[config.mk]
export PLATFORM = sky130hd
export DESIGN_NAME = mem_arbiter
export DESIGN_NICKNAME = d
export VERILOG_FILES = /design/src/rtl/mem_arbiter.sv
export SDC_FILE = /design/constraint.sdc
export NUM_CORES = 1
export LEC_CHECK = 0
export ABC_AREA = 1
export BUFFER_PORTS_ARGS = -buffer_cell sky130_fd_sc_hd__buf_2
export CORE_AREA = 4 4 104 106
export DETAILED_ROUTE_END_ITERATION = 8
export DIE_AREA = 0 0 108 110
export SYNTH_ARGS = -nofsm -noshare
export SYNTH_HDL_FRONTEND = slang
export SYNTH_SLANG_ARGS = --single-unit
[constraint.sdc]
create_clock -name clk -period 1.9 [get_ports clk]
set_input_delay 0.285 -clock clk [delete_from_list [all_inputs] [get_ports clk]]
set_output_delay 0.285 -clock clk [all_outputs]
set_load 0.03 [all_outputs]
[src/rtl/mem_arbiter.sv]
// Shares one SRAM port between fetch and load/store. Grant is combinational, read data returns one cycle later.
// Only one port is granted per cycle. A denied port sees its stallreq and holds its request.
module mem_arbiter #(
    parameter int unsigned MAX_WAIT = 4
) (
    input  logic        clk,
    input  logic        rst,
    input  logic        inst_req,
    input  logic [31:0] inst_addr,
    output logic        inst_gnt,
    output logic        inst_rvalid,
    output logic [31:0] inst_rdata,
    input  logic        data_req,
    input  logic [3:0]  data_wen,
    input  logic [31:0] data_addr,
    input  logic [31:0] data_wdata,
    output logic        data_gnt,
    output logic        data_rvalid,
    output logic [31:0] data_rdata,
    output logic        stallreq_if,
    output logic        stallreq_mem,
    output logic        sram_en,
    output logic [3:0]  sram_wen,
    output logic [31:0] sram_addr,
    output logic [31:0] sram_wdata,
    input  logic [31:0] sram_rdata
);

    typedef enum logic [1:0] {
        S_IDLE    = 2'd0,
        S_RD_INST = 2'd1,
        S_RD_DATA = 2'd2
    } state_t;

    localparam logic [2:0] LP_MAX_WAIT = 3'(MAX_WAIT);

    state_t     r_state;
    state_t     w_next_state;
    logic [2:0] r_wait_cnt;

    logic w_conflict;
    logic w_inst_wins;
    logic w_inst_gnt;
    logic w_data_gnt;
    logic w_data_won;

    // Data normally wins a conflict; fetch is forced through once it has starved MAX_WAIT times.
    assign w_conflict  = inst_req & data_req;
    assign w_inst_wins = w_conflict & (r_wait_cnt == LP_MAX_WAIT);
    assign w_inst_gnt  = ~rst & inst_req & (~data_req | w_inst_wins);
    assign w_data_gnt  = ~rst & data_req & ~w_inst_wins;
    assign w_data_won  = w_conflict & ~w_inst_wins;

    always_ff @(posedge clk or posedge rst) begin
        if (rst) begin
            r_wait_cnt <= 3'd0;
        end else if (w_inst_gnt) begin
            r_wait_cnt <= 3'd0;
        end else if (w_data_won && (r_wait_cnt != LP_MAX_WAIT)) begin
            r_wait_cnt <= r_wait_cnt + 3'd1;
        end
    end

    always_ff @(posedge clk or posedge rst) begin
        if (rst) begin
            r_state <= S_IDLE;
        end else begin
            r_state <= w_next_state;
        end
    end

    // The state records which port owns the SRAM read data arriving next cycle.
    always_comb begin
        w_next_state = S_IDLE;
        if (w_inst_gnt) begin
            w_next_state = S_RD_INST;
        end else if (w_data_gnt && (data_wen == 4'd0)) begin
            w_next_state = S_RD_DATA;
        end
    end

    always_comb begin
        inst_rvalid = 1'b0;
        inst_rdata  = 32'd0;
        data_rvalid = 1'b0;
        data_rdata  = 32'd0;
        case (r_state)
            S_RD_INST: begin
                inst_rvalid = 1'b1;
                inst_rdata  = sram_rdata;
            end
            S_RD_DATA: begin
                data_rvalid = 1'b1;
                data_rdata  = sram_rdata;
            end
            default: begin
            end
        endcase
    end

    always_comb begin
        sram_en    = 1'b0;
        sram_wen   = 4'd0;
        sram_addr  = 32'd0;
        sram_wdata = 32'd0;
        if (w_inst_gnt) begin
            sram_en   = 1'b1;
            sram_addr = inst_addr;
        end else if (w_data_gnt) begin
            sram_en    = 1'b1;
            sram_wen   = data_wen;
            sram_addr  = data_addr;
            sram_wdata = data_wdata;
        end
    end

    assign inst_gnt     = w_inst_gnt;
    assign data_gnt     = w_data_gnt;
    assign stallreq_if  = ~rst & inst_req & ~w_inst_gnt;
    assign stallreq_mem = ~rst & data_req & ~w_data_gnt;

endmodule

==> summary.txt, run 1 <==
Die
  – Rows: 36
  – DIE WIDTH: between 100 and 150 um
  – Die Footprint: roughly 12000 um2
  – Die height: between 100 and 150 um
  – Starting Density: 15.6%
  – Ports: approximately 280
  – CORE AREA: roughly 9800 um2

Power
  – Pwr/cell area: 364 nW/um2
  – Net Sw Frac: roughly half
  – Flop pwr share: 11.1%
  – Leakage: 0.00249 uW
  – Switch Pwr: 607 uW
  – Combinational share of power: roughly three quarters
  – Maximum VDD drop: 0.158 mV
  – Pint: 647 uW
  – Clk pwr share: 15.3%

Yosys
  – Cell count after synthesis: 330
  – Sequential share of the synthesized area: between 8 and 9%
  – Unique masters post-synth: 18
  – Avg Inst Size Synth: between 4 and 5 um2
  – Post-synth EDFFs: 0
  – Top post-synthesis cells by area: nor2_1 26%, inv_1 20%, nand2_1 18%
  – Commonest cells post-synth: 105 x nor2_1, 81 x inv_1, 73 x nand2_1
  – Yosys warns: 0
  – Top-count cell post-synth: nor2_1
  – Yosys top cell by area: nor2_1
  – Seq cells post-synth: 5
  – Post-synth top area share: 25.8%
  – Async SR Flop Fraction: 100%
  – Net count after synthesis: 468
  – Post-Syn Area: 1530 um2
  – Ys flop type: dfrtp_1

Cells and area
  – N_diodes: 0
  – Share of layout cells above drive strength 1: a little over half
  – Final-stage net count: between 700 and 800
  – Area delta synth->final: 126%

Critical path
  – Crit-path max cell delay: 0.36 ns
  – Critical Path RT: between 1.5 and 2 ns
  – Critical path arrival: 1.64 ns
  – Crit path kind: reg -> out
  – Worst-path cell chain: inv_1 > ha_2 > nand4_1 > nand2_2 > buf_4 > clkbuf_16 > nor2_1 > buf_2
  – Worst path slowest cell: dfrtp_1
  – Kind of start point of the critical path: flip-flop
  – CP Max Fanout: 11
  – Endpoint type of the worst setup path: output pin

CTS
  – Clock sinks: 5
  – CTS tree: yes
  – Worst skew pair latency: 0.22 ns
  – TritonCTS Buffers: 3
  – Clock Path Buffers: 2
  – Clk root buf: clkbuf_8
  – Worst-path clk slew: 0.04 ns
  – H-tree levels: 1

Route
  – DRC: 0
  – Total Routed Length: 8670 um
  – Routed Antenna Nets: 0
  – Detailed-router iteration count before antenna repair: 5
  – Via count: 2816
  – Vias per inst: 3.82
  – DR iter-0 viols: 127
  – WL/cell: 11.7 um

Timing
  – Period utilisation layout: 101%
  – Hold Fails Final Rpt: 0
  – Setup TNS Final: -0.268 ns
  – Slew @ Worst Pin: 0.340 ns
  – RSZ-0062 raised after global routing: yes
  – Slew Limit Fails: 0
  – Setup ws final: -0.0262 ns
  – Fin crit period: 1.93 ns
  – Fmax: 519 MHz
  – WHS: approximately 0.029 ns
  – Clock Skews: 0.00404 ns
  – Final setup vio count: 20
  – Slew HR: 77.4%

Placed design
  – Placer Congestion: 0.825
  – Port buffer count: 274
  – HPWL Detailed: 6760 um

Global routing
  – Remaining global-route overflow: 0
  – Antenna violations before repair: 0
  – Global-route usage over all layers: 12.4%
  – First-pass GRT wire length: 12100 um
  – Vias in the first global route: about 2500
  – Largest net degree at the start of global routing: 34

Status
  – Status: complete, but fails checks
  – Failing checks: setup timing

Hold path
  – Hold/Removal Path Class: in -> async

Run
  – Max Cap Violations: 0
sequential cells by signal, indices dropped and copies added, names as in the netlist:
name / cells
r_wait_cnt: 3
r_state: 2
critical path, delay by kind of cell (launching register included):
| family | cells | cell delay (ns) |
|---|---|---|
| adder cells (fa/ha/maj) | 1 | 0.21 |
| AND/OR/NAND/NOR | 3 | 0.32 |
| flip-flops | 1 | 0.36 |
| buffers and inverters | 4 | 0.53 |
cell usage in the layout (no fill, tap or decap), drive strengths merged:
cell type  count
inv           82
ha             2
clkbuf         8
nor3           1
o21ai          1
nor2         106
dfrtp          5
buf          286
nand3         37
nand2         74
o21bai         1
nand4          2
what timing repair did:
| action | 4_1_cts | 5_1_grt |
|---|---|---|
| endpoints found under the setup margin | 58 | 70 |
| setup buffers | 6 | 1 |
| pin swaps | 17 | 6 |
| hold buffers | 0 | 0 |
| cloned | 2 | 1 |
| endpoints found under the hold margin | 0 | 0 |
| gates resized for setup | 67 | 44 |
final cells by class:
type | count | area (um2)
fillers | 1099 | 6330
repair buffers | 290 | 1800
multi-input cells | 224 | 992
inverters | 82 | 310
well taps | 133 | 166
flip-flops and latches | 5 | 125
clock buffers | 4 | 45.0
worst paths after layout:
check / start / endpoint / slack (ns) / depth (start not counted)
min reg2reg: r_wait_cnt[0] / r_wait_cnt[0] / 0.58 / 2
min: rst / r_wait_cnt[1] / 0.03 / 2
max reg2reg: r_wait_cnt[0] / r_state[1] / 0.60 / 6
max: r_wait_cnt[0] / sram_wdata[5] / -0.03 / 8
min in group clk: data_wen[3] / r_state[1] / 0.24 / 2
max in group asynchronous: rst / r_state[0] / 1.69 / 2
through the flow:
step	util (%)	setup WS, ns	cells	total power [uW]	area [um2]
floorplan	-	0.0234	330	622	1530
global placement	30.8	0.142	727	908	3010
detailed placement	30.8	0.117	727	910	3010
CTS	34.3	-0.00759	738	1230	3350
global route	35.2	-0.121	738	1350	3440
finish	35.2	-0.0262	738	1250	3440
power by group through the flow:
stage                     registers, uW  clock network (uW)  logic, uW
after CTS                           136                 197        899
after detailed placement            142                   0        768
final                               140                 191        923
after floorplan                     139                   0        483
after global routing                142                 210       1000
after global placement              141                   0        767
layer usage:
layer	vias up	share of wire, %	global-route usage [%]
li1	1486	-	-
met1	1184	39	15.9
met2	140	52	22.4
met3	6	8.1	1.57
met4	0	0.84	2.52
met5	-	0	0
cells by family (layout without fill, tap and decap cells):
logic type               Yosys count  count (layout)  share of synthesized area, %
adder cells (fa/ha/maj)            2               2                          1.64
buffers and inverters            101             376                          30.4
flip-flops                         5               5                          8.20
AND/OR/NAND/NOR                  220             220                          58.2
AO/OA/AOI/OAI                      2               2                          1.56
Note: power is estimated with default switching activity, not from simulation.
==> run 2, diff against run 1 <==
--- a/config.mk
+++ b/config.mk
@@ -7,9 +7,12 @@
 export LEC_CHECK = 0
 export ABC_AREA = 1
 export BUFFER_PORTS_ARGS = -buffer_cell sky130_fd_sc_hd__buf_2
-export CORE_AREA = 4 4 104 106
+export CELL_PAD_IN_SITES_DETAIL_PLACEMENT = 1
+export CELL_PAD_IN_SITES_GLOBAL_PLACEMENT = 1
+export CORE_MARGIN = 4
+export CORE_UTILIZATION = 13
 export DETAILED_ROUTE_END_ITERATION = 8
-export DIE_AREA = 0 0 108 110
+export PLACE_DENSITY_LB_ADDON = 0.1
 export SYNTH_ARGS = -nofsm -noshare
 export SYNTH_HDL_FRONTEND = slang
 export SYNTH_SLANG_ARGS = --single-unit
==> summary.txt, run 2 (synthesized netlist as in run 1, its figures left out) <==
Placed design
  – Cell area after placement: 3020 um2 (+0.17%)
  – Placer Congestion: 0.767 (-7.1%)
  – Port buffer count: 274 (unchanged)
  – HPWL Detailed: 7980 um (+18%)

Critical path
  – Critical Path RT: 1.62 ns (about the same)
  – Kind of start point of the critical path: flip-flop
  – Crit path kind: reg -> out
  – CP Max Fanout: 8 (-3)
  – R2R Setup Slk: 0.46 ns (-0.14 ns)
  – Worst R2R End: r_state[1]
  – Reg2Reg Launch Point: r_wait_cnt[0]
  – R2R depth: 7 (+1)
  – Endpoint type of the worst setup path: output pin
  – Critical path arrival: 1.73 ns (+0.09 ns)

Timing
  – Fin crit period: 2.01 ns (+0.0842 ns)
  – WHS: 0.0258 ns (-0.00354 ns)
  – RSZ-0062 raised after global routing: yes
  – Hold Fails Final Rpt: 0 (unchanged)
  – Slew @ Worst Pin: 0.354 ns (+0.0148 ns)
  – Slew HR: 76.4% (-0.99 points)
  – Fmax: 497 MHz (-4.2%)
  – Setup ws final: -0.110 ns (-0.0842 ns)
  – Clock Skews: 0.000352 ns (-0.00369 ns)
  – Final setup vio count: 64 (+220%)
  – Period utilisation layout: 106% (+4.4 points)
  – Slew Limit Fails: 0 (unchanged)

Route
  – WL/cell: 14.8 um (+26%)
  – Total Routed Length: 11200 um (+29%)
  – Via count: 3083 (+9.5%)
  – Max Used Layer: met4
  – DR iter-0 viols: 61 (-52%)
  – M1 WL: 3620 um (+8.0%)
  – Met3 Wirelength: 1190 um (+70%)
  – DRC: 0 (unchanged)
  – Met2 wire length: 6300 um (+39%)
  – Vias per inst: 4.07 (+6.6%)
  – Detailed-router iteration count before antenna repair: 4 (-1)
  – Routed Antenna Nets: 0 (unchanged)

Die
  – Ports: 275 (unchanged)
  – Rows: 39 (+8.3%)
  – Die Footprint: 13500 um2 (+14%)
  – Die height: 116 um (+5.7%)
  – Starting Density: 13.3% (-2.3 points)
  – CORE AREA: 11500 um2 (+17%)
  – DIE WIDTH: 116 um (+7.7%)

Global routing
  – Global-route usage over all layers: 13.1% (+0.71 points)
  – Vias in the first global route: 2987 (+19%)
  – Remaining global-route overflow: 0 (unchanged)
  – First-pass GRT wire length: 14400 um (+19%)
  – Largest net degree at the start of global routing: 34 (unchanged)
  – Antenna violations before repair: 0 (unchanged)

CTS
  – Clock sinks: 5 (unchanged)
  – Worst skew pair latency: 0.23 ns (about the same)
  – CTS Hold Bufs: 0 (unchanged)
  – Clk root buf: clkbuf_16
  – Worst-path clk slew: 0.03 ns (about the same)
  – Clock Path Buffers: 2 (unchanged)
  – TritonCTS Buffers: 3 (unchanged)
  – CTS tree: yes
  – H-tree levels: 1 (unchanged)

Cells and area
  – N_diodes: 0 (unchanged)
  – Most common cell after layout, fill and taps aside: buf_2
  – Fill cells: 1502 (+37%)
  – Multi-input gate area: 1260 um2 (+27%)
  – Register area: 125 um2 (unchanged)
  – Top Registers: r_wait_cnt: 3 flops, r_state: 2 flops
  – Final-stage net count: 754 (+1.3%)
  – Share of layout cells above drive strength 1: 58.4% (+5.6 points)
  – Post-layout instance area: 4180 um2 (+22%)
  – Commonest non-fill, non-tap cells in the layout: 202 x buf_2, 79 x inv_1, 68 x nand2_1, 68 x nor2_1, 63 x buf_6
  – Area delta synth->final: 174%
  – Max reg flops: 3 (unchanged)
  – Largest register by flop count: r_wait_cnt

Power
  – Maximum VDD drop: 0.239 mV (+51%)
  – Pwr/cell area: 390 nW/um2 (+7.0%)
  – Leakage: 0.00267 uW (+6.8%)

Status
  – Failing checks: setup timing
  – Status: complete, but fails checks

Run
  – Max Cap Violations: 0 (unchanged)

Hold path
  – Hold/Removal Path Class: in -> async
[run 2: changes by cell type in the layout (fill, tap and decap cells not counted), sizes merged]
cell / change
buf: +9
clkbuf: +1
[run 2: area by class of cell]
type                    count  share of cell area (%)
well taps                 143                    4.28
clock buffers               4                    1.88
multi-input cells         224                    30.1
repair buffers            300                    53.3
inverters                  82                    7.42
flip-flops and latches      5                    2.99
[run 2: worst max-delay path, cell delays in order (launching register included)]
cell	delay, ns
dfrtp_1	0.39
inv_2	0.08
ha_4	0.15
nand2_4	0.06
o21bai_4	0.17
buf_12	0.14
buf_12	0.10
buf_16	0.11
nand3_1	0.06
nand2_1	0.09
buf_6	0.14
[run 2: through the flow]
step	std cells	worst slack, ns	setup TNS (ns)	util, %	total power [uW]
CTS	751	-0.0829	-0.746	29.8	1440
global route	758	-0.194	-9.00	36.5	1740
floorplan	330	0.0234	0	-	622
finish	758	-0.110	-2.52	36.5	1630
detailed placement	736	0.103	0	26.3	927
global placement	736	0.123	0	26.3	912
[run 2: worst max path at each step]
stage                        startpoint              to  slack, ns
final                     r_wait_cnt[0]   sram_addr[19]      -0.11
after global routing      r_wait_cnt[0]    sram_addr[6]      -0.19
after CTS                 r_wait_cnt[1]   sram_addr[20]      -0.08
after detailed placement  r_wait_cnt[0]   sram_addr[20]       0.10
after global placement    r_wait_cnt[0]   sram_addr[28]       0.12
after floorplan              r_state[1]  inst_rdata[10]       0.02
[run 2: per-layer routing]
layer | up-vias | track usage, %
met1 | 1410 | 13.2
met5 | - | 0
li1 | 1508 | -
met4 | 0 | 2.09
met2 | 157 | 27.7
met3 | 8 | 2.54
[run 2: report_power, final]
group / internal, uW / total (uW) / switching [uW] / leakage, uW
combinational: 501 / 1140 / 637 / 0.00256
sequential: 125 / 144 / 19.2 / 0.0000668
clock: 278 / 349 / 70.3 / 0.0000382
[run 2: repair_timing]
item / CTS / global route
resized for setup: 59 / 222
setup endpoints to repair: 71 / 72
cloned: 3 / 6
pin swaps: 8 / 16
setup buffers: 8 / 3
